<file path="src/rtl/rv32_pkg.sv">
// Shared RV32I decode definitions: opcode constants, immediate formats, issue bundle.
// Used by id_stage and imm_gen; the illegal check is enabled by ID_ILLEGAL_CHECK_EN.
package rv32_pkg;

  localparam logic [6:0] OP     = 7'b0110011;
  localparam logic [6:0] OP_IMM = 7'b0010011;
  localparam logic [6:0] LUI    = 7'b0110111;
  localparam logic [6:0] AUIPC  = 7'b0010111;
  localparam logic [6:0] LOAD   = 7'b0000011;
  localparam logic [6:0] STORE  = 7'b0100011;
  localparam logic [6:0] BRANCH = 7'b1100011;
  localparam logic [6:0] JAL    = 7'b1101111;
  localparam logic [6:0] JALR   = 7'b1100111;

  localparam logic [6:0] FUNCT7_SUB = 7'b0100000;

  typedef enum logic [2:0] {
    IMM_NONE,
    IMM_I,
    IMM_S,
    IMM_B,
    IMM_U,
    IMM_J
  } imm_fmt_e;

  typedef struct packed {
    logic [31:0] a;
    logic [31:0] b;
    logic [6:0]  funct7;
    logic [2:0]  funct3;
    logic [7:0]  opcode;
    logic [4:0]  rd;
    logic [31:0] imm;
    logic [2:0]  br_funct3;
  } issue_t;

  function automatic imm_fmt_e imm_fmt_of(input logic [6:0] opc);
    imm_fmt_e fmt;
    case (opc)
      OP_IMM, LOAD, JALR: fmt = IMM_I;
      STORE:              fmt = IMM_S;
      BRANCH:             fmt = IMM_B;
      LUI, AUIPC:         fmt = IMM_U;
      JAL:                fmt = IMM_J;
      default:            fmt = IMM_NONE;
    endcase
    return fmt;
  endfunction

  // Bits [1:0] are part of every listed opcode, so compressed encodings also miss here.
  function automatic logic is_known_opcode(input logic [6:0] opc);
    return (opc == OP) || (opc == OP_IMM) || (opc == LUI) || (opc == AUIPC) ||
           (opc == LOAD) || (opc == STORE) || (opc == BRANCH) || (opc == JAL) ||
           (opc == JALR);
  endfunction

endpackage

</file>
<file path="src/rtl/id_stage_imm_gen.sv">
// Combinational RV32I immediate generator: instruction word plus format select in,
// sign-extended 32-bit immediate out.
module imm_gen
  import rv32_pkg::*;
(
  input  logic [31:0] instr_i,
  input  imm_fmt_e    fmt_i,
  output logic [31:0] imm_o
);

  always_comb begin
    imm_o = '0;
    case (fmt_i)
      IMM_I: imm_o = {{20{instr_i[31]}}, instr_i[31:20]};
      IMM_S: imm_o = {{20{instr_i[31]}}, instr_i[31:25], instr_i[11:7]};
      IMM_B: imm_o = {{20{instr_i[31]}}, instr_i[7], instr_i[30:25], instr_i[11:8], 1'b0};
      IMM_U: imm_o = {instr_i[31:12], 12'b0};
      IMM_J: imm_o = {{12{instr_i[31]}}, instr_i[19:12], instr_i[20], instr_i[30:21], 1'b0};
      default: imm_o = '0;
    endcase
  end

endmodule

</file>
<file path="src/rtl/id_stage.sv">
// RV32I decode stage: decodes one instruction into ALU operands with a one-deep
// valid/ready output register. Optional illegal-opcode flag: ID_ILLEGAL_CHECK_EN.
module id_stage
  import rv32_pkg::*;
(
  input  logic        clk,
  input  logic        rst_n,
  input  logic        in_valid_i,
  output logic        in_ready_o,
  input  logic [31:0] instr_i,
  input  logic [31:0] pc_i,
  output logic [4:0]  rs1_addr_o,
  output logic [4:0]  rs2_addr_o,
  input  logic [31:0] rs1_data_i,
  input  logic [31:0] rs2_data_i,
  input  logic        flush_i,
  output logic        out_valid_o,
  input  logic        out_ready_i,
  output logic [31:0] a_o,
  output logic [31:0] b_o,
  output logic [6:0]  funct7_o,
  output logic [2:0]  funct3_o,
  output logic [7:0]  opcode_o,
  output logic [4:0]  rd_o,
  output logic [31:0] imm_o,
  output logic [2:0]  br_funct3_o,
  output logic        illegal_o
);

  logic [6:0]  opc;
  logic [31:0] rs1_val;
  logic [31:0] rs2_val;
  logic [31:0] imm_val;
  imm_fmt_e    imm_fmt;
  issue_t      issue_next;
  issue_t      issue_reg;
  logic        out_valid_reg;
  logic        accept;

  assign opc        = instr_i[6:0];
  assign rs1_addr_o = instr_i[19:15];
  assign rs2_addr_o = instr_i[24:20];

  // x0 always reads as zero regardless of what the regfile returns.
  assign rs1_val = (rs1_addr_o == 5'd0) ? 32'd0 : rs1_data_i;
  assign rs2_val = (rs2_addr_o == 5'd0) ? 32'd0 : rs2_data_i;

  assign imm_fmt = imm_fmt_of(opc);

  imm_gen u_imm_gen (
    .instr_i (instr_i),
    .fmt_i   (imm_fmt),
    .imm_o   (imm_val)
  );

  always_comb begin
    issue_next           = '0;
    issue_next.opcode    = {1'b0, opc};
    issue_next.imm       = imm_val;
    issue_next.br_funct3 = instr_i[14:12];
    issue_next.rd        = instr_i[11:7];
    case (opc)
      OP: begin
        issue_next.a      = rs1_val;
        issue_next.b      = rs2_val;
        issue_next.funct7 = instr_i[31:25];
        issue_next.funct3 = instr_i[14:12];
      end
      OP_IMM: begin
        issue_next.a      = rs1_val;
        issue_next.b      = imm_val;
        issue_next.funct3 = instr_i[14:12];
        // Only shifts carry a meaningful funct7 (SRLI vs SRAI).
        if (instr_i[14:12] == 3'b001 || instr_i[14:12] == 3'b101)
          issue_next.funct7 = instr_i[31:25];
      end
      LOAD: begin
        issue_next.a = rs1_val;
        issue_next.b = imm_val;
      end
      STORE: begin
        issue_next.a  = rs1_val;
        issue_next.b  = imm_val;
        issue_next.rd = 5'd0;
      end
      BRANCH: begin
        // ALU computes rs1 - rs2; execute evaluates br_funct3 on the result.
        issue_next.a      = rs1_val;
        issue_next.b      = rs2_val;
        issue_next.funct7 = FUNCT7_SUB;
        issue_next.rd     = 5'd0;
      end
      JALR: begin
        issue_next.a = rs1_val;
        issue_next.b = 32'd4;
      end
      JAL: begin
        issue_next.a = pc_i;
        issue_next.b = 32'd4;
      end
      AUIPC: begin
        issue_next.a = pc_i;
        issue_next.b = imm_val;
      end
      LUI: begin
        issue_next.b = imm_val;
      end
      default: begin
        issue_next.rd = 5'd0;
      end
    endcase
  end

  assign in_ready_o = !out_valid_reg || out_ready_i;
  assign accept     = in_valid_i && in_ready_o;

  always_ff @(posedge clk or negedge rst_n) begin
    if (!rst_n) begin
      out_valid_reg <= 1'b0;
      issue_reg     <= '0;
    end else begin
      if (accept)
        issue_reg <= issue_next;
      if (flush_i)
        out_valid_reg <= 1'b0;
      else if (accept)
        out_valid_reg <= 1'b1;
      else if (out_ready_i)
        out_valid_reg <= 1'b0;
    end
  end

`ifdef ID_ILLEGAL_CHECK_EN
  logic illegal_reg;

  always_ff @(posedge clk or negedge rst_n) begin
    if (!rst_n)
      illegal_reg <= 1'b0;
    else if (accept)
      illegal_reg <= !is_known_opcode(opc);
  end

  assign illegal_o = illegal_reg;
`else
  assign illegal_o = 1'b0;
`endif

  assign out_valid_o = out_valid_reg;
  assign a_o         = issue_reg.a;
  assign b_o         = issue_reg.b;
  assign funct7_o    = issue_reg.funct7;
  assign funct3_o    = issue_reg.funct3;
  assign opcode_o    = issue_reg.opcode;
  assign rd_o        = issue_reg.rd;
  assign imm_o       = issue_reg.imm;
  assign br_funct3_o = issue_reg.br_funct3;

endmodule

</file>
<file path="config.mk">
export PLATFORM = sky130hd
export DESIGN_NAME = id_stage
export DESIGN_NICKNAME = d
export VERILOG_FILES = /design/src/rtl/rv32_pkg.sv /design/src/rtl/id_stage_imm_gen.sv /design/src/rtl/id_stage.sv
export SDC_FILE = /design/constraint.sdc
export NUM_CORES = 1
export LEC_CHECK = 0
export CAP_MARGIN = 15
export CORE_MARGIN = 2
export CORE_UTILIZATION = 40
export CTS_CLUSTER_SIZE = 16
export DETAILED_ROUTE_END_ITERATION = 8
export PLACE_DENSITY_LB_ADDON = 0.2
export SYNTH_ARGS = -nofsm -noshare
export SYNTH_HDL_FRONTEND = slang
export SYNTH_SLANG_ARGS = --single-unit
export TNS_END_PERCENT = 30
</file>
<file path="constraint.sdc">
create_clock -name clk -period 1.8 [get_ports clk]
set_input_delay 0.27 -clock clk [delete_from_list [all_inputs] [get_ports clk]]
set_output_delay 0.27 -clock clk [all_outputs]
set_load 0.02 [all_outputs]
</file>
==> results of run 1 <==
-- worst register-to-register path: cells and delay by family (launching register included) --
family | cells | cell delay, ns
AND/OR/NAND/NOR | 3 | 0.63
buffers and inverters | 2 | 0.33
flip-flops | 1 | 0.37
AO/OA/AOI/OAI | 2 | 0.19
-- metal layers --
layer	global-route usage	share of wire	up-vias
met5	0	0	-
met3	0.0822	0.088	39
met2	0.434	0.50	252
met1	0.295	0.39	2657
li1	-	-	2563
met4	0.0977	0.026	0
-- sequential cells by signal, indices dropped and copies added, names as in the netlist --
signal / cells
a_o: 32
b_o: 32
imm_o: 32
funct7_o: 7
opcode_o: 7
rd_o: 5
br_funct3_o: 3
funct3_o: 3
out_valid_o: 1
-- kinds of logic (layout without fill, tap and decap cells) --
kind of cell / count (synthesis) / after routing / synth area share
buffers and inverters: 52 / 375 / 0.0538
AO/OA/AOI/OAI: 186 / 186 / 0.244
other: 1 / 2 / 0.000669
multiplexers: 1 / 1 / 0.00268
flip-flops: 122 / 122 / 0.545
XOR/XNOR: 1 / 1 / 0.00156
AND/OR/NAND/NOR: 190 / 190 / 0.153
-- cell usage after synthesis (all sizes together) (2+ instances only) --
master	n	area share
nand2	145	0.098
o21bai	2	0.0027
nor3	4	0.0036
o21a	2	0.0027
nor2b	3	0.0033
a31oi	4	0.0045
clkbuf	20	0.013
nor2	10	0.0067
a22o	10	0.016
a2111oi	2	0.0065
or4	2	0.0027
buf	29	0.038
nand3	2	0.0018
or2	4	0.0045
o211ai	2	0.0027
nor4	2	0.0049
a22oi	57	0.10
o21ai	70	0.062
and2	6	0.0067
a21o	5	0.0067
dfrtp	122	0.54
inv	3	0.0020
nand2b	2	0.0022
nand4b	2	0.0031
a21oi	22	0.020
-- where the power goes --
group,leakage (nW),switching [W],internal (W),total (W)
Clock,0.271,0.00131,0.00192,0.00323
Combinational,2.27,0.000500,0.000554,0.00105
Sequential,1.68,0.0000458,0.00281,0.00286
Total,4.22,0.00186,0.00529,0.00714
-- worst max-delay path by stage --
stage / startpoint / to / slack, ns
after floorplan: instr_i[5] / b_o[11] / 0.04
after global placement: instr_i[6] / a_o[0] / -0.52
after detailed placement: instr_i[6] / a_o[0] / -0.61
after CTS: instr_i[24] / b_o[6] / 0.004
after global routing: instr_i[22] / b_o[4] / -0.0008
final: instr_i[22] / b_o[6] / 0.04
-- cell type report --
cell class / instances / area, um2 / area share
multi-input cells: 380 / 2290 / 0.241
clock buffers: 17 / 425 / 0.0447
clock inverters: 15 / 141 / 0.0148
repair buffers: 340 / 3370 / 0.354
well taps: 180 / 225 / 0.0236
inverters: 3 / 11.3 / 0.00118
flip-flops and latches: 122 / 3050 / 0.321
-- through the flow --
| stage | instances | TNS [ns] | util | setup slack (ns) |
|---|---|---|---|---|
| global placement | 1018 | -43.78 | 0.640 | -0.522 |
| floorplan | 554 | 0 | - | 0.0363 |
| finish | 1057 | 0 | 0.692 | 0.0422 |
| CTS | 1053 | 0 | 0.685 | 0.00373 |
| detailed placement | 1018 | -48.88 | 0.640 | -0.610 |
| global route | 1057 | -0.000826 | 0.692 | -0.000826 |
-- what timing repair did --
item	CTS	global route
gates cloned	1	2
hold buffers	1	0
endpoints found under the hold margin	29	0
setup endpoints to repair	75	40
pin swaps	5	6
resized for setup	17	13
buffers inserted	1	2
==> impl_metrics.json, run 1 <==
{
  "critPathRequiredTime_ns": 2.11,
  "final-setup-viol-count": 0,
  "path_max_fanout": 5,
  "cts_tree": "done",
  "synth-edff-count": 0,
  "cts.sinks": 122,
  "clk_latency_ns": 0.42,
  "slew_headroom": 0.664,
  "drive_gt1_frac": 0.182,
  "place_congestion": 0.815,
  "fp.dieH_um": 122,
  "ys_seq_elements": 122,
  "start_util": 0.407,
  "layout_common_cells": "clkdlybuf4s50_1, nand2_1, dfrtp_1, buf_4, o21ai_0",
  "wl_per_cell_um": 17.9,
  "crit_chain": "dlygate4sd2_1 -> or4_4 -> o211ai_1 -> nor4b_4 -> buf_6 -> buf_12 -> a22o_1 -> a21o_1",
  "finalWirelength_mm": 18.9,
  "yosysWarnings": 0,
  "finalClockSkew_ns": 0.00558,
  "syn_inst": 553,
  "area_growth_pct": 69.9,
  "cp.depth": 8,
  "grt_max_degree": 48,
  "antenna_cells": 0,
  "holdPathEnd": "opcode_o[4]",
  "finalMaxSlewViolations": 0,
  "period_needed_ns": 1.76,
  "syn_area_per_cell_um2": 10.1,
  "clkTransAtPathRegs_ns": 0.06,
  "numPortBuffers": 265,
  "grt_pass1_vias": 5699,
  "die_w_um": 122,
  "critical_path.slowest_cell": "or4_4",
  "finalPower_w": 0.00714,
  "final_area_mm2": 0.00953,
  "clock_path_buffers": 2,
  "die_area_mm2": 0.0150,
  "final_common_cell": "clkdlybuf4s50_1",
  "power_density_mw_per_mm2": 750,
  "htreeDepth": 4,
  "core_area_mm2": 0.0138,
  "synth.distinct_cells": 54,
  "rr_worst_depth": 7,
  "regToRegStartpoint": "out_valid_o",
  "num_io_pins": 268,
  "clk_root_buffer_cell": "clkbuf_16",
  "synthFlopType": "dfrtp_1",
  "r2r-end": "b_o[18]",
  "drv_cap": 0,
  "overflow": 0,
  "dr_total_vias": 5511,
  "cpPeakStageDelay_ns": 0.55,
  "grt_usage": 0.254,
  "dp_hpwl_mm": 14.1,
  "placed_area_mm2": 0.00881,
  "hold_slack_ns": 0.315,
  "hold_viol": 0,
  "critPathTopFamily": "simple AND/OR/NAND/NOR gates",
  "vias_per_cell": 5.21,
  "drcViolationCount": 0,
  "peakVddDrop_mv": 0.458,
  "grt_pass1_wl_mm": 29.1,
  "status": "finished clean",
  "num-nets-final": 997,
  "leakage_nw": 4.22,
  "dr.pass1.iters": 5,
  "synthArstFlopShare": 1.00,
  "clock.fmax_ghz": 0.569,
  "path_class": "input port to flop",
  "fill_cells": 1045,
  "fin_crit_sh": 0.977,
  "cts_buffers": 17,
  "drtIter0Drc": 332,
  "std_cell_rows": 43,
  "crit_buf_inv": 3,
  "start_kind": "input port",
  "worstMarginPinSlew_ns": 0.503,
  "hold_depth": 3,
  "arrival_ns": 2.07,
  "hp-class": "input port to flop",
  "synth_area_mm2": 0.00561,
  "antenna_found_initial": 0,
  "synth-seq-area-share": 0.545,
  "endpoint_kind": "flop",
  "r2r_setup_slack_ns": 0.19,
  "drtAntennaViolNets": 0,
  "hp-start": "instr_i[4]"
}
Power figures use the tool's default switching activity.
==> run 2: changes to the inputs <==
--- a/config.mk
+++ b/config.mk
@@ -6,11 +6,12 @@
 export NUM_CORES = 1
 export LEC_CHECK = 0
 export CAP_MARGIN = 15
-export CORE_MARGIN = 2
-export CORE_UTILIZATION = 40
+export CORE_MARGIN = 3
+export CORE_UTILIZATION = 37
 export CTS_CLUSTER_SIZE = 16
 export DETAILED_ROUTE_END_ITERATION = 8
 export PLACE_DENSITY_LB_ADDON = 0.2
+export RECOVER_POWER = 50
 export SYNTH_ARGS = -nofsm -noshare
 export SYNTH_HDL_FRONTEND = slang
 export SYNTH_SLANG_ARGS = --single-unit
==> constraint.sdc (replaced) <==
create_clock -name clk -period 1.6 [get_ports clk]
set_input_delay 0.24 -clock clk [delete_from_list [all_inputs] [get_ports clk]]
set_output_delay 0.24 -clock clk [all_outputs]
set_load 0.02 [all_outputs]
==> impl_metrics.json, run 2 (synthesized netlist as in run 1, its figures left out) <==
{
  "status": "finished, violations left",
  "violations": "setup timing",
  "antenna_cells": 0,
  "path_class": "input port to flop",
  "cts.sinks": 122,
  "finalMaxSlewViolations": 0,
  "layout_common_cells": "nand2_1, dlygate4sd2_1, clkdlybuf4s50_1, dfrtp_1, buf_4",
  "hp-start": "instr_i[5]",
  "dp_cells": 1035,
  "rr_worst_depth": 8,
  "cts_buffers": 17,
  "place_congestion": 0.881,
  "finalClockSkew_ns": 0.0104,
  "finalPower_w": 0.00827,
  "hp-class": "input port to flop",
  "clock_path_buffers": 2,
  "dp_hpwl_mm": 14.9,
  "fill_cells": 1222,
  "final_common_cell": "nand2_1",
  "vias_per_cell": 5.17,
  "wl_met1_mm": 7.86,
  "wl_met2_mm": 9.81,
  "hold_viol": 0,
  "clk_latency_ns": 0.41,
  "leakage_nw": 4.85,
  "fp.dieH_um": 129,
  "path_max_fanout": 6,
  "core_area_mm2": 0.0147,
  "final_area_mm2": 0.00956,
  "clkTransAtPathRegs_ns": 0.05,
  "numPortBuffers": 265,
  "std_cell_rows": 44,
  "grt_usage": 0.238,
  "setup-tns-final_ns": -0.0285,
  "wl_per_cell_um": 18.3,
  "slew_headroom": 0.377,
  "arrival_ns": 1.91,
  "grt_pass1_wl_mm": 30.7,
  "period_needed_ns": 1.61,
  "finalWirelength_mm": 19.7,
  "fin_crit_sh": 1.01,
  "critPathRequiredTime_ns": 1.90,
  "rsz0062_at_grt": "true",
  "area_growth_pct": 70.4,
  "wl_met3_mm": 1.84,
  "drtIter0Drc": 354,
  "dr.pass1.iters": 5,
  "top_layer": "met4",
  "final-setup-viol-count": 5,
  "overflow": 0,
  "placed_area_mm2": 0.00892,
  "drcViolationCount": 0,
  "start_kind": "input port",
  "layout.cells.non_filler": 1081,
  "antenna_found_initial": 0,
  "r2r-end": "b_o[9]",
  "num_io_pins": 268,
  "start_util": 0.381,
  "clock.fmax_ghz": 0.621,
  "worstMarginPinSlew_ns": 0.934,
  "r2r_setup_slack_ns": 0.03,
  "die_area_mm2": 0.0167,
  "power_density_mw_per_mm2": 865,
  "hold_depth": 4,
  "cts_tree": "done",
  "num-nets-final": 1019,
  "regToRegStartpoint": "out_valid_o",
  "grt_max_degree": 61,
  "endpoint_kind": "flop",
  "peakVddDrop_mv": 0.718,
  "dr_total_vias": 5591,
  "drtAntennaViolNets": 0,
  "htreeDepth": 4,
  "drive_gt1_frac": 0.211,
  "die_w_um": 129,
  "drv_cap": 0,
  "hold_slack_ns": 0.209,
  "clk_root_buffer_cell": "clkbuf_16",
  "setup_ws_ns": -0.00926,
  "holdPathEnd": "opcode_o[5]",
  "grt_pass1_vias": 5728
}
-- run 2: worst max-delay path, cell delays in order --
cell      delay, ns
buf_6          0.09
or4_4          0.55
o211ai_1       0.29
nor4b_4        0.09
buf_4          0.17
buf_6          0.13
a22o_1         0.19
a21o_1         0.15
-- run 2: final cells by class --
| type | instances | area (um2) | share of cell area |
|---|---|---|---|
| timing repair buffer | 362 | 3310 | 0.346 |
| multi-input combinational | 380 | 2350 | 0.246 |
| tap | 184 | 230 | 0.0241 |
| sequential | 122 | 3050 | 0.320 |
| clock inverter | 8 | 118 | 0.0123 |
| inverter | 3 | 11.3 | 0.00118 |
| clock buffer | 22 | 484 | 0.0507 |
-- run 2: stage by stage --
stage / utilization / setup WS (ns)
2_1_floorplan: - / -0.0816
3_3_place_gp: 0.607 / -0.697
3_5_place_dp: 0.607 / -0.728
4_1_cts: 0.651 / -0.0191
5_1_grt: 0.650 / -0.0461
6_report: 0.650 / -0.00926
-- run 2: what timing repair did --
| item | CTS | global route |
|---|---|---|
| endpoints found under the setup margin | 227 | 43 |
| cloned | 6 | 0 |
| buffers inserted | 12 | 2 |
| hold buffers | 1 | 0 |
| pin swaps | 11 | 7 |
| resized for setup | 180 | 13 |
| hold endpoints to repair | 122 | 0 |
-- run 2: per-layer routing --
layer | track usage | up-vias
met3 | 0.0903 | 17
met1 | 0.282 | 2712
li1 | - | 2609
met4 | 0.0729 | 0
met2 | 0.402 | 253
met5 | 0 | -
-- run 2: report_power, final --
part	switching, W	leakage, nW	internal (W)
clock	0.00130	0.298	0.00258
sequential	0.0000501	1.68	0.00317
combinational	0.000582	2.87	0.000583
-- run 2: worst max-delay path by stage --
stage | startpoint | to | slack (ns) | cells after the start
detailed placement | instr_i[20] | b_o[5] | -0.73 | 7
floorplan | instr_i[20] | b_o[7] | -0.08 | 6
global route | out_valid_o | b_o[6] | -0.05 | 8
global placement | instr_i[20] | b_o[9] | -0.70 | 7
finish | instr_i[22] | b_o[7] | -0.009 | 8
CTS | instr_i[22] | b_o[9] | -0.02 | 8
